`src/rtl/u_game_judge_disp_ctrl_if.sv`:
```
// Judgment event input and display output bundle for the judge display controller.
interface u_game_judge_disp_ctrl_if #(
  parameter int unsigned DEPTH = 4
) ();
  localparam int unsigned CNT_W = $clog2(DEPTH) + 1;

  logic             i_judge_vld;
  logic [1:0]       i_judge;
  logic             i_clr;
  logic [1:0]       o_judge;
  logic             o_busy;
  logic [CNT_W-1:0] o_cnt;
  logic             o_ovf;

  modport master (
    output i_judge_vld, i_judge, i_clr,
    input  o_judge, o_busy, o_cnt, o_ovf
  );

  modport slave (
    input  i_judge_vld, i_judge, i_clr,
    output o_judge, o_busy, o_cnt, o_ovf
  );
endinterface

```
`src/rtl/u_game_judge_disp_ctrl.sv`:
```
// Queues judgment events and shows each on the judge display for a fixed
// hold time, followed by a blank gap, strictly in arrival order.
module u_game_judge_disp_ctrl #(
  parameter int unsigned HOLD_CYC = 25_000_000,
  parameter int unsigned GAP_CYC  = 2_500_000,
  parameter int unsigned DEPTH    = 4
) (
  input  logic                      clk,
  input  logic                      rst,
  u_game_judge_disp_ctrl_if.slave   bus
);
  localparam int unsigned PTR_W   = $clog2(DEPTH);
  localparam int unsigned CNT_W   = PTR_W + 1;
  localparam int unsigned HG_MAX  = (HOLD_CYC > GAP_CYC) ? HOLD_CYC : GAP_CYC;
  localparam int unsigned TMR_MAX = (HG_MAX > 2) ? HG_MAX : 2;
  localparam int unsigned TMR_W   = $clog2(TMR_MAX);
  localparam int unsigned HOLD_LD = HOLD_CYC - 1;
  localparam int unsigned GAP_LD  = (GAP_CYC > 0) ? GAP_CYC - 1 : 0;

  typedef enum logic [1:0] {
    ST_IDLE = 2'd0,
    ST_SHOW = 2'd1,
    ST_GAP  = 2'd2
  } state_e;

  state_e             state_q, state_d;
  logic [TMR_W-1:0]   tmr_q, tmr_d;
  logic [PTR_W-1:0]   wr_ptr_q, wr_ptr_d;
  logic [PTR_W-1:0]   rd_ptr_q, rd_ptr_d;
  logic [CNT_W-1:0]   occ_q, occ_d;
  logic [1:0]         judge_q, judge_d;
  logic               busy_q, busy_d;
  logic               ovf_q, ovf_d;
  logic [1:0]         mem_q [DEPTH];

  logic evt, full, push, drop, pop;

  // Full/empty decisions use pre-edge occupancy so a same-edge pop never frees a slot.
  always_comb begin
    evt  = bus.i_judge_vld && (bus.i_judge != 2'b00) && !bus.i_clr;
    full = (occ_q == CNT_W'(DEPTH));
    push = evt && !full;
    drop = evt && full;
    pop  = (state_q == ST_IDLE) && (occ_q != '0) && !bus.i_clr;
  end

  always_comb begin
    state_d  = state_q;
    tmr_d    = tmr_q;
    wr_ptr_d = wr_ptr_q;
    rd_ptr_d = rd_ptr_q;
    occ_d    = occ_q;
    judge_d  = judge_q;
    busy_d   = busy_q;
    ovf_d    = ovf_q;

    if (push) wr_ptr_d = wr_ptr_q + PTR_W'(1);
    if (pop)  rd_ptr_d = rd_ptr_q + PTR_W'(1);
    occ_d = occ_q + CNT_W'(push) - CNT_W'(pop);
    if (drop) ovf_d = 1'b1;

    case (state_q)
      ST_IDLE: begin
        judge_d = 2'b00;
        busy_d  = 1'b0;
        if (pop) begin
          judge_d = mem_q[rd_ptr_q];
          tmr_d   = TMR_W'(HOLD_LD);
          busy_d  = 1'b1;
          state_d = ST_SHOW;
        end
      end
      ST_SHOW: begin
        if (tmr_q == '0) begin
          judge_d = 2'b00;
          if (GAP_CYC > 0) begin
            tmr_d   = TMR_W'(GAP_LD);
            state_d = ST_GAP;
          end else begin
            busy_d  = 1'b0;
            state_d = ST_IDLE;
          end
        end else begin
          tmr_d = tmr_q - TMR_W'(1);
        end
      end
      ST_GAP: begin
        judge_d = 2'b00;
        if (tmr_q == '0) begin
          busy_d  = 1'b0;
          state_d = ST_IDLE;
        end else begin
          tmr_d = tmr_q - TMR_W'(1);
        end
      end
      default: begin
        judge_d = 2'b00;
        busy_d  = 1'b0;
        tmr_d   = '0;
        state_d = ST_IDLE;
      end
    endcase

    // Flush aborts any show/gap and discards both queue and the same-cycle event.
    if (bus.i_clr) begin
      state_d  = ST_IDLE;
      tmr_d    = '0;
      wr_ptr_d = '0;
      rd_ptr_d = '0;
      occ_d    = '0;
      judge_d  = 2'b00;
      busy_d   = 1'b0;
      ovf_d    = 1'b0;
    end
  end

  always_ff @(posedge clk) begin
    if (rst) begin
      state_q  <= ST_IDLE;
      tmr_q    <= '0;
      wr_ptr_q <= '0;
      rd_ptr_q <= '0;
      occ_q    <= '0;
      judge_q  <= 2'b00;
      busy_q   <= 1'b0;
      ovf_q    <= 1'b0;
    end else begin
      state_q  <= state_d;
      tmr_q    <= tmr_d;
      wr_ptr_q <= wr_ptr_d;
      rd_ptr_q <= rd_ptr_d;
      occ_q    <= occ_d;
      judge_q  <= judge_d;
      busy_q   <= busy_d;
      ovf_q    <= ovf_d;
    end
  end

  // Queue storage needs no reset; occupancy and pointers define validity.
  always_ff @(posedge clk) begin
    if (push && !rst) mem_q[wr_ptr_q] <= bus.i_judge;
  end

  assign bus.o_judge = judge_q;
  assign bus.o_busy  = busy_q;
  assign bus.o_cnt   = occ_q;
  assign bus.o_ovf   = ovf_q;
endmodule

```
`src/flat_wrapper.sv`:
```
// flat-port wrapper written by rule: the top's interface ports become plain ports
module u_game_judge_disp_ctrl_flat 
#(
  parameter int unsigned HOLD_CYC = 25_000_000,
  parameter int unsigned GAP_CYC  = 2_500_000,
  parameter int unsigned DEPTH    = 4
)
  (clk, rst, bus_i_judge_vld, bus_i_judge, bus_i_clr, bus_o_judge, bus_o_busy, bus_o_cnt, bus_o_ovf);
  u_game_judge_disp_ctrl_if #(.DEPTH(DEPTH)) bus_i ();
  input  logic clk;
  input  logic rst;
  input wire logic [$bits(bus_i.i_judge_vld)-1:0] bus_i_judge_vld;
  input wire logic [$bits(bus_i.i_judge)-1:0] bus_i_judge;
  input wire logic [$bits(bus_i.i_clr)-1:0] bus_i_clr;
  output wire logic [$bits(bus_i.o_judge)-1:0] bus_o_judge;
  output wire logic [$bits(bus_i.o_busy)-1:0] bus_o_busy;
  output wire logic [$bits(bus_i.o_cnt)-1:0] bus_o_cnt;
  output wire logic [$bits(bus_i.o_ovf)-1:0] bus_o_ovf;
  assign bus_i.i_judge_vld = bus_i_judge_vld;
  assign bus_i.i_judge = bus_i_judge;
  assign bus_i.i_clr = bus_i_clr;
  assign bus_o_judge = bus_i.o_judge;
  assign bus_o_busy = bus_i.o_busy;
  assign bus_o_cnt = bus_i.o_cnt;
  assign bus_o_ovf = bus_i.o_ovf;
  u_game_judge_disp_ctrl #(.HOLD_CYC(HOLD_CYC), .GAP_CYC(GAP_CYC), .DEPTH(DEPTH)) u_core (.clk(clk), .rst(rst), .bus(bus_i));
endmodule
```
`config.mk`:
```
export PLATFORM = sky130hd
export DESIGN_NAME = u_game_judge_disp_ctrl_flat
export DESIGN_NICKNAME = d
export VERILOG_FILES = /design/src/rtl/u_game_judge_disp_ctrl_if.sv /design/src/rtl/u_game_judge_disp_ctrl.sv /design/src/flat_wrapper.sv
export SDC_FILE = /design/constraint.sdc
export NUM_CORES = 1
export LEC_CHECK = 0
export CORE_UTILIZATION = 60
export DETAILED_ROUTE_END_ITERATION = 10
export HOLD_SLACK_MARGIN = 0.08
export MAX_ROUTING_LAYER = met4
export PLACE_DENSITY = 0.9
export REMOVE_ABC_BUFFERS = 1
export SLEW_MARGIN = 20
export SYNTH_ARGS = -nofsm -noshare
export SYNTH_HDL_FRONTEND = slang
export SYNTH_SLANG_ARGS = --single-unit
export TNS_END_PERCENT = 5
```
`constraint.sdc`:
```
create_clock -name clk -period 3.65 [get_ports clk]
set_input_delay 0.365 -clock clk [delete_from_list [all_inputs] [get_ports clk]]
set_output_delay 0.365 -clock clk [all_outputs]
set_load 0.03 [all_outputs]
```
==> summary.md <==
| Metric | Value |
|---|---|
| Synth-to-layout area growth | `10.5%` |
| Layout cell share with drive strength beyond 1 | `8.92%` |
| CP endpoint kind | `register` |
| Register bit total from synthesis | `between 40 and 50` |
| Die area | `around 0.0048 sq mm` |
| Leading area contributor after synthesis | `dfxtp_1` |
| Max transition margin | `about two fifths` |
| Skew-Pair Late Insertion Delay | `0.31 ns` |
| CP cell instances | `inv_1 > ha_1 > nor4b_1 > nand2_1 > or3_4 > a211oi_2 > a21o_1 > a22o_1` |
| CTS Sinks | `48` |
| Num rows | `24` |
| DR vias/cell | `6.72` |
| I/O pin count | `13` |
| Largest net degree at the start of global routing | `31` |
| Final period util | `73.6%` |
| Worst setup margin | `between 0.9 and 1 ns` |
| Minimum clock period | `2.69 ns` |
| Die Span Y | `69.1 um` |
| Mean routed wirelength per cell | `18.7 um` |
| Total CTS buffers | `5` |
| Worst slew pin tran | `~0.88 ns` |
| Req. time, crit path | `3.90 ns` |
| Seq/Total Area, Yosys | `around 39%` |
| Post-Syn Area | `0.00270 sq mm` |
| Grt ovf | `0` |
| Hold-fix buffers at CTS | `0` |
| Final Hold Viols | `0` |
| NumNets Final | `339` |
| Top_reg_cell synth | `dfxtp_1` |
| Final setup violating endpoints | `0` |
| Vias in the first global route | `2440` |
| Yosys cell types | `62` |
| DRT antenna net count | `0` |
| DRC errors left | `0` |
| Core area | `0.00435 sq mm` |
| Hold Path Class | `reg2reg` |
| RePlAce Congestion | `0.999` |
| Final wirelength | `7070 um` |
| Clk slew on worst S/H paths | `approximately 0.090 ns` |
| Max-slew violation count | `0` |
| Cells after DPL | `369` |
| Worst-path fanout max | `13` |
| Internal power | `0.905 mW` |
| Synth warn | `0` |
| Max Cap Viol | `0` |
| Tot Pwr | `1.39 mW` |
| Unrepaired setup endpoints after global routing | `false` |
| Initial Utilization | `62.1%` |
| Syn avg cell area | `8.66 sq um` |
| First-pass GRT wire length | `11800 um` |
| Largest vdd supply drop | `between 0.3 and 0.4 mV` |
| Worst path buffer plus inverter count | `1` |
| Pre-CTS WS | `0.864 ns` |
| Post-cts sizing count | `0` |
| Net Switching | `between 0.4 and 0.5 mW` |
| Crit start category | `register` |
| Die extent in x | `69.1 um` |
| Comb pwr share | `a little under a third` |
| Setup TNS | `0 ns` |
| CP peak stage delay | `0.57 ns` |
| Total track usage | `32.3%` |
| Register share of total power | `slightly above 40%` |
| Antenna violations before repair | `0` |
| Share of the synthesized area in the top cell type | `29.6%` |
| Clk root buf | `clkbuf_8` |
| Clock skew | `0.00785 ns` |
| H-tree depth | `2` |
| Switching portion of total power | `a little over a third` |
| Top Family by Delay on Critical Path | `simple AND/OR/NAND/NOR gates` |
| HPWL Detailed | `a little under 5000 um` |
| Via count | `2535` |
| CTS tree | `built` |
| Drt initial violations | `350` |
| Setup CP Type | `reg2reg` |
| Drt first pass iters | `5` |
| ANT cells | `0` |
| I/O Buffers | `12` |
| Pwr dens | `between 400 and 500 mW/mm^2` |
| Final Core Density | `about two thirds` |
| Non-Filler Instances | `377` |
| Ys async rst share | `0%` |
| Top post-synthesis cells by area | `dfxtp_1, edfxtp_1, nor2_1, a21oi_1, ha_1` |
| Post-synth EDFFs | `8` |
| Setup Fix Bufs, Post-CTS | `0` |
| Clock network power share | `27.8%` |
| Status | `completed` |
| Fmax achieved | `approximately 0.37 GHz` |
| CTS Buffer Depth | `2` |
| Syn Inst Count | `312` |
| Slowest-stage cell, CP | `a211oi_2` |
| LEAKAGE | `1.18 nW` |
| Critical Path AT | `2.94 ns` |
==> per-layer routing <==
metal  up-vias  global-route usage (%)  part of all wire (%)
li1       1179                       -                     -
met1      1206                    42.2                    42
met2       130                    48.4                    46
met3        20                    6.43                   9.5
met4         0                    14.5                   2.6
met5         -                       -                     0
==> cells in the mapped netlist (all sizes together), types with 6 or more instances <==
cell	count
or3	7
a31oi	7
edfxtp	8
a21oi	22
o21ai	21
inv	14
clkbuf	11
nor2	30
dfxtp	40
nand2	22
nor3	21
xor2	6
nor4	11
ha	8
==> cell families after synthesis <==
logic type	synth area share, %
AND/OR/NAND/NOR	24.4
AO/OA/AOI/OAI	22.4
flip-flops	38.5
buffers and inverters	4.21
XOR/XNOR	3.56
adder cells (fa/ha/maj)	4.44
multiplexers	2.45
==> final timing paths <==
| path | slack (ns) | cells after the start | startpoint | endpoint |
|---|---|---|---|---|
| max reg2reg | 0.96 | 8 | u_core.tmr_q[0]$_SDFFE_PP0P_ | u_core.tmr_q[21]$_SDFFE_PP0P_ |
| max | 0.96 | 8 | u_core.tmr_q[0]$_SDFFE_PP0P_ | u_core.tmr_q[21]$_SDFFE_PP0P_ |
| min reg2reg | 0.48 | 2 | u_core.bus.o_ovf$_SDFFE_PP0P_ | u_core.bus.o_ovf$_SDFFE_PP0P_ |
| min | 0.48 | 2 | u_core.bus.o_ovf$_SDFFE_PP0P_ | u_core.bus.o_ovf$_SDFFE_PP0P_ |
==> power by group through the flow <==
stage                     Clock (mW)  Combinational [mW]  Sequential (mW)
after floorplan                    0               0.286            0.586
after detailed placement           0               0.411            0.584
after global routing           0.406               0.470            0.575
final                          0.385               0.428            0.572
after CTS                      0.387               0.413            0.572
after global placement             0               0.401            0.583
==> cell type report <==
type,instances,area (sq um)
clock buffers,6,72.6
repair buffers,19,173
inverters,14,52.6
flip-flops and latches,48,1040
well taps,52,65.1
multi-input cells,236,1550
clock inverters,2,35.0
fillers,339,1370
==> through the flow <==
step                cell area [sq um]  hold WS, ns
CTS                              2990        0.493
floorplan                        2640        0.464
detailed placement               2880        0.461
finish                           2990        0.484
global route                     2990        0.518
global placement                 2880        0.451
==> cells in the final DEF (no fill, tap or decap), drive strengths merged, types with 2 or more instances in the layout <==
cell            n
dfxtp          40
nor2           30
nand2          22
a21oi          22
nor3           21
o21ai          21
inv            14
clkdlybuf4s50  12
nor4           11
ha              8
edfxtp          8
a31oi           7
buf             7
or3             7
xor2            6
clkbuf          6
nor2b           5
and2            5
xnor2           5
o31ai           5
a211oi          5
or4             4
nand3           4
a21o            4
a22o            4
nand4           3
a22oi           3
o21bai          3
o22ai           3
or2             3
mux4            2
nand2b          2
a221oi          2
==> worst reg2reg max path: stages, from the launching register on <==
cell	delay, ns
dfxtp_1	0.37
inv_1	0.16
ha_1	0.16
nor4b_1	0.42
nand2_1	0.18
or3_4	0.51
a211oi_2	0.57
a21o_1	0.15
a22o_1	0.11
==> state kept, by name, indices dropped and copies added, names as in the netlist, named ones only <==
signal and flops:
u_core.bus.o_busy 1, u_core.bus.o_cnt 3, u_core.bus.o_judge 2, u_core.bus.o_ovf 1
u_core.mem_q 8, u_core.rd_ptr_q 2, u_core.state_q 2, u_core.tmr_q 25
u_core.wr_ptr_q 2
No activity file was read; power rests on OpenSTA's default activity.
